### config.mk
export PLATFORM = sky130hd
export DESIGN_NAME = lcd_frame_sequencer
export DESIGN_NICKNAME = d
export VERILOG_FILES = /design/src/rtl/lcd_frame_sequencer.sv
export SDC_FILE = /design/constraint.sdc
export NUM_CORES = 1
export LEC_CHECK = 0
export CORE_UTILIZATION = 50
export CTS_CLUSTER_DIAMETER = 120
export DETAILED_ROUTE_END_ITERATION = 8
export GPL_TIMING_DRIVEN = 1
export PLACE_DENSITY = 0.73
export SKIP_CTS_REPAIR_TIMING = 1
export SLEW_MARGIN = 25
export SYNTH_ARGS = -nofsm -noshare
export SYNTH_HDL_FRONTEND = slang
export SYNTH_SLANG_ARGS = --single-unit
### constraint.sdc
create_clock -name clk -period 2.4 [get_ports clk]
set_clock_uncertainty 0.1 [all_clocks]
set_input_delay 0.6 -clock clk [delete_from_list [all_inputs] [get_ports clk]]
set_output_delay 0.6 -clock clk [all_outputs]
set_load 0.05 [all_outputs]
### src/rtl/lcd_frame_sequencer.sv
// lcd_frame_sequencer: power-on init and 32-character refresh of a 16x2
// HD44780-class LCD over an 8-bit write-only bus. All outputs are registered.
module lcd_frame_sequencer #(
  parameter int PWR_WAIT_CYC = 20000,
  parameter int E_HIGH_CYC   = 4,
  parameter int SETTLE_CYC   = 50,
  parameter int CLEAR_CYC    = 2000
) (
  input  logic       clk,
  input  logic       rst,
  input  logic       en_100hz,
  input  logic [7:0] char_in,
  output logic [4:0] index,
  output logic       lcd_rs,
  output logic       lcd_rw,
  output logic       lcd_e,
  output logic [7:0] lcd_data,
  output logic       busy,
  output logic       frame_done
);
  localparam int T_WR  = 1 + E_HIGH_CYC + SETTLE_CYC;
  localparam int MAX_A = (PWR_WAIT_CYC > CLEAR_CYC) ? PWR_WAIT_CYC : CLEAR_CYC;
  localparam int MAX_C = (MAX_A > T_WR) ? MAX_A : T_WR;
  localparam int CW    = $clog2(MAX_C + 1);

  typedef enum logic [2:0] {
    S_PWR, S_INIT, S_CLR, S_IDLE, S_ADDR, S_FETCH, S_DATA
  } state_t;

  state_t        state_q;
  logic [CW-1:0] cnt_q;     // shared: power wait, clear wait, write phase, fetch
  logic [1:0]    step_q;    // which init command is on the bus
  logic [4:0]    index_q;
  logic [7:0]    data_q;
  logic          rs_q, e_q, busy_q, done_q, pend_q;

  // Write phase: cnt 0 = setup, 1..E_HIGH_CYC = strobe high, rest = settle.
  logic wr_last, e_next;
  assign wr_last = (cnt_q == CW'(T_WR - 1));
  assign e_next  = (cnt_q < CW'(E_HIGH_CYC));

  function automatic logic [7:0] init_cmd(input logic [1:0] s);
    case (s)
      2'd0:    init_cmd = 8'h38;  // 8-bit bus, 2 lines, 5x8
      2'd1:    init_cmd = 8'h0C;  // display on, no cursor
      2'd2:    init_cmd = 8'h06;  // increment, no shift
      default: init_cmd = 8'h01;  // clear
    endcase
  endfunction

  // Sequencer: power wait, init commands, then frames of address/data writes.
  always_ff @(posedge clk) begin
    if (rst) begin
      state_q <= S_PWR;
      cnt_q   <= '0;
      step_q  <= 2'd0;
      index_q <= 5'd0;
      data_q  <= 8'h00;
      rs_q    <= 1'b0;
      e_q     <= 1'b0;
      busy_q  <= 1'b1;
      done_q  <= 1'b0;
      pend_q  <= 1'b0;
    end else begin
      done_q <= 1'b0;
      // Requests arriving while not idle are remembered once.
      if (state_q != S_IDLE && en_100hz) pend_q <= 1'b1;
      case (state_q)
        S_PWR: begin
          if (cnt_q == CW'(PWR_WAIT_CYC - 1)) begin
            state_q <= S_INIT;
            cnt_q   <= '0;
            step_q  <= 2'd0;
            data_q  <= init_cmd(2'd0);
            rs_q    <= 1'b0;
            e_q     <= 1'b0;
          end else begin
            cnt_q <= cnt_q + 1'b1;
          end
        end
        S_INIT: begin
          if (!wr_last) begin
            cnt_q <= cnt_q + 1'b1;
            e_q   <= e_next;
          end else begin
            cnt_q <= '0;
            e_q   <= 1'b0;
            if (step_q == 2'd3) begin
              if (CLEAR_CYC == 0) begin
                state_q <= S_IDLE;
                busy_q  <= pend_q | en_100hz;
              end else begin
                state_q <= S_CLR;
              end
            end else begin
              step_q <= step_q + 2'd1;
              data_q <= init_cmd(step_q + 2'd1);
            end
          end
        end
        S_CLR: begin
          if (cnt_q == CW'(CLEAR_CYC - 1)) begin
            state_q <= S_IDLE;
            cnt_q   <= '0;
            busy_q  <= pend_q | en_100hz;  // no busy gap on a pending hand-off
          end else begin
            cnt_q <= cnt_q + 1'b1;
          end
        end
        S_IDLE: begin
          if (en_100hz || pend_q) begin
            state_q <= S_ADDR;
            pend_q  <= 1'b0;
            index_q <= 5'd0;
            cnt_q   <= '0;
            data_q  <= 8'h80;
            rs_q    <= 1'b0;
            e_q     <= 1'b0;
            busy_q  <= 1'b1;
          end else begin
            busy_q <= 1'b0;
          end
        end
        S_ADDR: begin
          if (!wr_last) begin
            cnt_q <= cnt_q + 1'b1;
            e_q   <= e_next;
          end else begin
            state_q <= S_FETCH;
            cnt_q   <= '0;
            e_q     <= 1'b0;
          end
        end
        S_FETCH: begin
          // Two cycles: index reaches the display block, its char comes back registered.
          if (cnt_q == CW'(1)) begin
            state_q <= S_DATA;
            cnt_q   <= '0;
            data_q  <= char_in;
            rs_q    <= 1'b1;
            e_q     <= 1'b0;
          end else begin
            cnt_q <= cnt_q + 1'b1;
          end
        end
        S_DATA: begin
          if (!wr_last) begin
            cnt_q <= cnt_q + 1'b1;
            e_q   <= e_next;
          end else begin
            cnt_q <= '0;
            e_q   <= 1'b0;
            if (index_q == 5'd31) begin
              state_q <= S_IDLE;
              index_q <= 5'd0;
              done_q  <= 1'b1;
              busy_q  <= pend_q | en_100hz;
            end else begin
              index_q <= index_q + 5'd1;
              if (index_q == 5'd15) begin
                state_q <= S_ADDR;
                data_q  <= 8'hC0;
                rs_q    <= 1'b0;
              end else begin
                state_q <= S_FETCH;
              end
            end
          end
        end
        default: state_q <= S_PWR;
      endcase
    end
  end

  assign index      = index_q;
  assign lcd_rs     = rs_q;
  assign lcd_rw     = 1'b0;
  assign lcd_e      = e_q;
  assign lcd_data   = data_q;
  assign busy       = busy_q;
  assign frame_done = done_q;
endmodule
## After elaboration in Yosys (flattened, before gate mapping)

Index checks and enable logic that the tools add are counted.

- Register bits: 38
- Latch bits: 0
- Memory bits (writable): 0
- Memory bits (read-only): 0
- Input port bits: 11
- Output and inout port bits: 18
- Word-level logic and storage cells: 120
- Memories: 0

- Add/subtract/negate cells: 3
- Multiply operators: 0
- Div/mod/pow operators: 0
- Magnitude comparators: 1
- Eq/ne operators: 28
- Shift-type cells: 0
- Muxes and demuxes: 54
- Bitwise logic cells: 3
- Reduce and logical (&&, ||, !) cells: 21

Operators with widths:

| cell | count |
|---|---|
| 15-bit 2-to-1 mux | 5 |
| 15-bit one-hot mux with 5 select lines | 1 |
| 8-bit 2-to-1 mux | 8 |
| 8-bit one-hot mux with 5 select lines | 1 |
| 3-bit 2-to-1 mux | 9 |
| 2-bit != test (second input constant) | 12 |
| 3-bit one-hot mux with 7 select lines | 1 |
| 6-bit one-hot mux with 3 select lines | 1 |
| 1-bit 2-to-1 mux | 17 |
| 15-bit by 1-bit adder with 15-bit output (second input constant) | 1 |
| 15-bit by 1-bit equality test with 1-bit output (second input constant) | 1 |
| 15-bit by 11-bit equality test with 1-bit output (second input constant) | 1 |
| 15-bit equality test (second input constant) | 1 |
| 15-bit by 6-bit equality test with 1-bit output (second input constant) | 1 |
| 15-bit by 3-bit < comparator with 1-bit output (second input constant) | 1 |
| 5-bit 2-to-1 mux | 3 |
| 4-bit AND reduction | 3 |
| 5-bit one-hot mux with 2 select lines | 1 |
| 5-bit nonzero test | 2 |
| 3-bit equality test (second input constant) | 3 |
| 9-bit AND reduction | 1 |
| 1-bit one-hot mux with 4 select lines | 2 |
| 8-bit AND reduction | 1 |
| 4-bit nonzero test | 2 |
| other kinds (24) | 31 |

## Depth between registers and ports, before layout

- Depth after elaboration: 6
- Gate-level depth with buffers: 10
- Gate-level depth less buffers: 8

## Worst setup path before layout

No wires, ideal clock.

- Path type: register to register
- Start point: reg index_q[0], in the netlist index[0]
- End point: reg data_q[2], in the netlist lcd_data[2]
- Library setup time: 0.132 ns
- Arrival time: 2.078 ns
- Data required time: 2.168 ns
- Slack: 0.090 ns
- Stages on the path, launching flop included: 10
- Path buffers: 1
- Cells stage by stage: dfxtp_1 ha_1 and3_1 ha_1 inv_1 a31o_2 nand4_2 buf_2 a221oi_1 nor3_1

- Cells in the longest elaborated chain, start to end: 3

Ends and longest elaborated chain:

| what | line | RTL |
|---|---|---|
| from (decl) | 33 | `logic [4:0] index_q;` |
| from (signal assigned) | 159 | `index_q <= index_q + 5'd1;` |
| 5-bit by 4-bit equality test with 1-bit output / 5-bit equality test (equally long branches) | 160, 153 |  |
| 2-bit != test (no source line) | n/a |  |
| 9-bit AND reduction (no source line) (*) | n/a |  |
| to (signal assigned) | 74 | `data_q <= init_cmd(2'd0);` |
| to (signal assigned) | 97 | `data_q <= init_cmd(step_q + 2'd1);` |
| to (signal assigned) | 139 | `data_q <= char_in;` |
| to (decl) | 34 | `logic [7:0] data_q;` |

Every way passes the cells marked *; elsewhere a longest branch is shown, timed or not.
A chain may end at the register's enable or synchronous reset.

## Worst setup path in the final report

- Start point: reg cnt_q[0]
- End point: reg data_q[7], in the netlist lcd_data[7]

- Cells in the longest elaborated chain, start to end: 3

Ends and longest elaborated chain:

| what | line | RTL |
|---|---|---|
| from (decl) | 31 | `logic [CW-1:0] cnt_q;` |
| from (signal assigned) | 78 | `cnt_q <= cnt_q + 1'b1;` |
| from (signal assigned) | 83 | `cnt_q <= cnt_q + 1'b1;` |
| from (signal assigned) | 107 | `cnt_q <= cnt_q + 1'b1;` |
| 15-bit by 1-bit equality test with 1-bit output (tied with other cells) | 136 | `if (cnt_q == CW'(1)) begin` |
| 2-bit != test (no source line) | n/a |  |
| 9-bit AND reduction (no source line) (*) | n/a |  |

Marks and branches as above.

==> metrics.md <==
| Metric | Value |
|---|---|
| Outcome | finished clean |
| Total die area | 4700 sq um |
| Die width | 68.6 um |
| TritonCTS clock tree | yes |
| Worst Hold Depth | 2 |
| DP Area | between 2000 and 3000 sq um |
| CP Max Fanout | 16 |
| Gr ovfl total | 0 |
| Placeable core region | 4120 sq um |
| Largest net degree at the start of global routing | 25 |
| Antenna viol nets, final | 0 |
| Root Driver | clkbuf_8 |
| Vias in the first global route | roughly 1800 |
| DRC | 0 |
| 1st-iter DRT viols | about 160 |
| First-pass GRT wire length | 8330 um |
| Seq/Total Area, Yosys | 0.343 |
| Total vias in the final route | around 2000 |
| RR Endpoint | lcd_data[7] |
| Core Util, Final | 0.678 |
| Nets | between 300 and 400 |
| DP Wirelength | 3640 um |
| CP startpoint kind | flop |
| Clk sinks | 38 |
| Worst Path Buf+Inv | 2 |
| Pins over their slew limit | 0 |
| Cell area after layout | roughly 2800 sq um |
| Clk slew on worst S/H paths | 0.08 ns |
| Main synth FF type | dfxtp_1 |
| Commonest non-fill, non-tap cell in the layout | dfxtp_1 |
| Diode count | 0 |
| Worst setup path startpoint | cnt_q[0] |
| Reg2reg setup slack | around 0.16 ns |
| #FFs+latches synth | 38 |
| Avg Cell Area, Syn | 8.12 sq um |
| Drt total wl | 5220 um |
| Mapped Area | 2220 sq um |
| Ys Warns | 0 |
| Final Hold Viols | 0 |
| Top delay family on crit path | compound AO/OA/AOI/OAI gates |
| Max cap viols | 0 |
| Minimum clock period | 2.24 ns |
| Syn Inst Count | 273 |
| DR pass1 iterations | 5 |
| Core Rows | 23 |
| Chip Height | 68.6 um |
| WHS Endpoint | lcd_data[5] |
| Distinct cell type count after synthesis | 52 |
| Vias per Instance | 5.63 |
| CTS buffer count | 5 |
| Slew margin rel. | 0.667 |
| Crit path capture type | flop |
| Static Leak | between 1 and 1.5 nW |
| Layout cells sized above 1 | 0.144 |
| Reg2reg start | cnt_q[0] |
| Worst Path Required | 2.53 ns |
| Critical path data arrival time | around 2.4 ns |
| Synth async-reset ratio | 0 |
| Worst-Skew Late Latency | 0.29 ns |
| Worst path slowest cell | dfxtp_1 |
| CP max stage delay | 0.37 ns |
| Post-synth EDFFs | 0 |
| Port buffer count | 27 |
| Initial core utilization | 0.539 |
| Fin crit share | 0.931 |
| Area growth syn-to-layout | 25.9% |
| Layout fillers | 354 |
| Hold Startpoint | lcd_data[5] |
| CP cell instances | inv_2 > ha_1 > and4_1 > nand4_1 > a211oi_2 > nand4_2 > buf_6 > a311o_1 > a21oi_1 |
| Drt wl/cell | 14.4 um |
| All-Layer GR Usage | 0.241 |
| Clk buf depth | 2 |
| Setup violations, final | 0 |
| Most frequent cells in the layout | 37 x dfxtp_1, 35 x nor2_1, 28 x nand2_1, 27 x clkdlybuf4s50_1, 17 x a21oi_1 |
| Worst r2r path cells | 9 |
| IO Pins | 29 |
| Hold crit path type | flop to flop |
| H-tree lvl count | 2 |
| Initial antenna violation count | 0 |
| Worst slew pin tran | 0.499 ns |
| CP Class | flop to flop |
| Maximum VDD drop | approximately 0.38 mV |
| Fmax | 447 MHz |
| GPL Wtd Cong | 0.883 |
| Final Power | 1.40 mW |
| Unrepaired setup endpoints after global routing | false |
| Syn nets | 293 |
| Setup TNS | 0 ns |
| Pwr Density | 501 nW/um^2 |
-- cells in the mapped netlist, types with 2 or more instances --
library cell  number  area [sq um]
a211o_1            2          17.5
a211oi_1           2          15.0
a21o_1             3          22.5
a21oi_1           17          85.1
a221oi_1           3          26.3
a22oi_1            2          15.0
a311o_1            2          20.0
and2_1             2          12.5
and3_1             5          31.3
buf_2              3          15.0
buf_4              2          15.0
buf_6              3          33.8
clkbuf_1           7          26.3
dfxtp_1           38           761
ha_1               9           113
inv_1              9          33.8
mux2i_1            2          20.0
nand2_1           28           105
nand2b_1           7          43.8
nand3_1            9          45.0
nand3b_1           5          37.5
nand4_1            8          50.1
nor2_1            35           131
nor2b_1            6          37.5
nor3_1            13          65.1
nor3b_1            2          15.0
nor4_1             3          18.8
o211ai_1           2          15.0
o21ai_0            7          35.0
o21ai_2            2          17.5
o31ai_1            2          15.0
o41ai_2            2          32.5
xnor2_1            2          17.5
xor2_1            11          96.3
-- worst max-delay path by stage --
| stage | to | slack [ns] | cells after the start |
|---|---|---|---|
| 2_1_floorplan | lcd_data[2] | 0.09 | 9 |
| 3_3_place_gp | state_q[2] | 0.12 | 6 |
| 3_5_place_dp | state_q[1] | 0.07 | 6 |
| 4_1_cts | lcd_data[7] | 0.14 | 9 |
| 5_1_grt | state_q[2] | 0.003 | 7 |
| 6_report | lcd_data[7] | 0.16 | 9 |
-- per-stage QoR --
step,cells,setup WS (ns),hold slack (ns)
floorplan,273,0.0902,0.365
global placement,354,0.115,0.338
detailed placement,354,0.0715,0.346
CTS,362,0.141,0.357
global route,363,0.00290,0.379
finish,363,0.165,0.353
-- power by group --
group	internal (mW)	switching (mW)
sequential	0.636	0.00773
clock	0.444	0.245
combinational	0.0348	0.0314
total	1.11	0.284
-- cells by family (layout without fill, tap and decap cells) --
group	count (synthesis)	count (layout)	share of synthesized area
compound gates	54	54	0.174
xor+xnor	13	13	0.0514
fa+ha+maj	9	9	0.0508
buf+inv	24	64	0.0559
flops	38	38	0.343
mux	2	2	0.00903
other cells	1	1	0.00169
simple gates	132	132	0.314
-- area by class of cell --
| class | count | area, sq um | share of cell area |
|---|---|---|---|
| Sequential cell | 38 | 762 | 0.273 |
| Clock buffer | 6 | 82.6 | 0.0296 |
| Clock inverter | 2 | 60.1 | 0.0215 |
| Tap cell | 50 | 62.6 | 0.0224 |
| Inverter | 9 | 33.8 | 0.0121 |
| Multi-Input combinational cell | 211 | 1340 | 0.479 |
| Timing Repair Buffer | 47 | 453 | 0.162 |
-- layer usage --
metal / part of all wire / vias to the layer above / global-route usage
li1: - / 1037 / -
met3: 0.059 / 7 / 0.0757
met1: 0.51 / 937 / 0.341
met2: 0.42 / 63 / 0.348
met4: 0.0098 / 0 / 0.0677
met5: 0 / - / 0
-- worst reg2reg max path: cells and delay by family (launching register included) --
kind            cells  cell delay [ns]
flops               1             0.37
buf+inv             2             0.27
compound gates      3             0.73
fa+ha+maj           1             0.14
simple gates        3             0.56
-- flip-flops by register name, summed over array words and instances, names as in the netlist, 2 cells and up --
signal and cells:
cnt_q 15, index 5, lcd_data 8, state_q 3, step_q 2
Power figures use the tool's default switching activity.
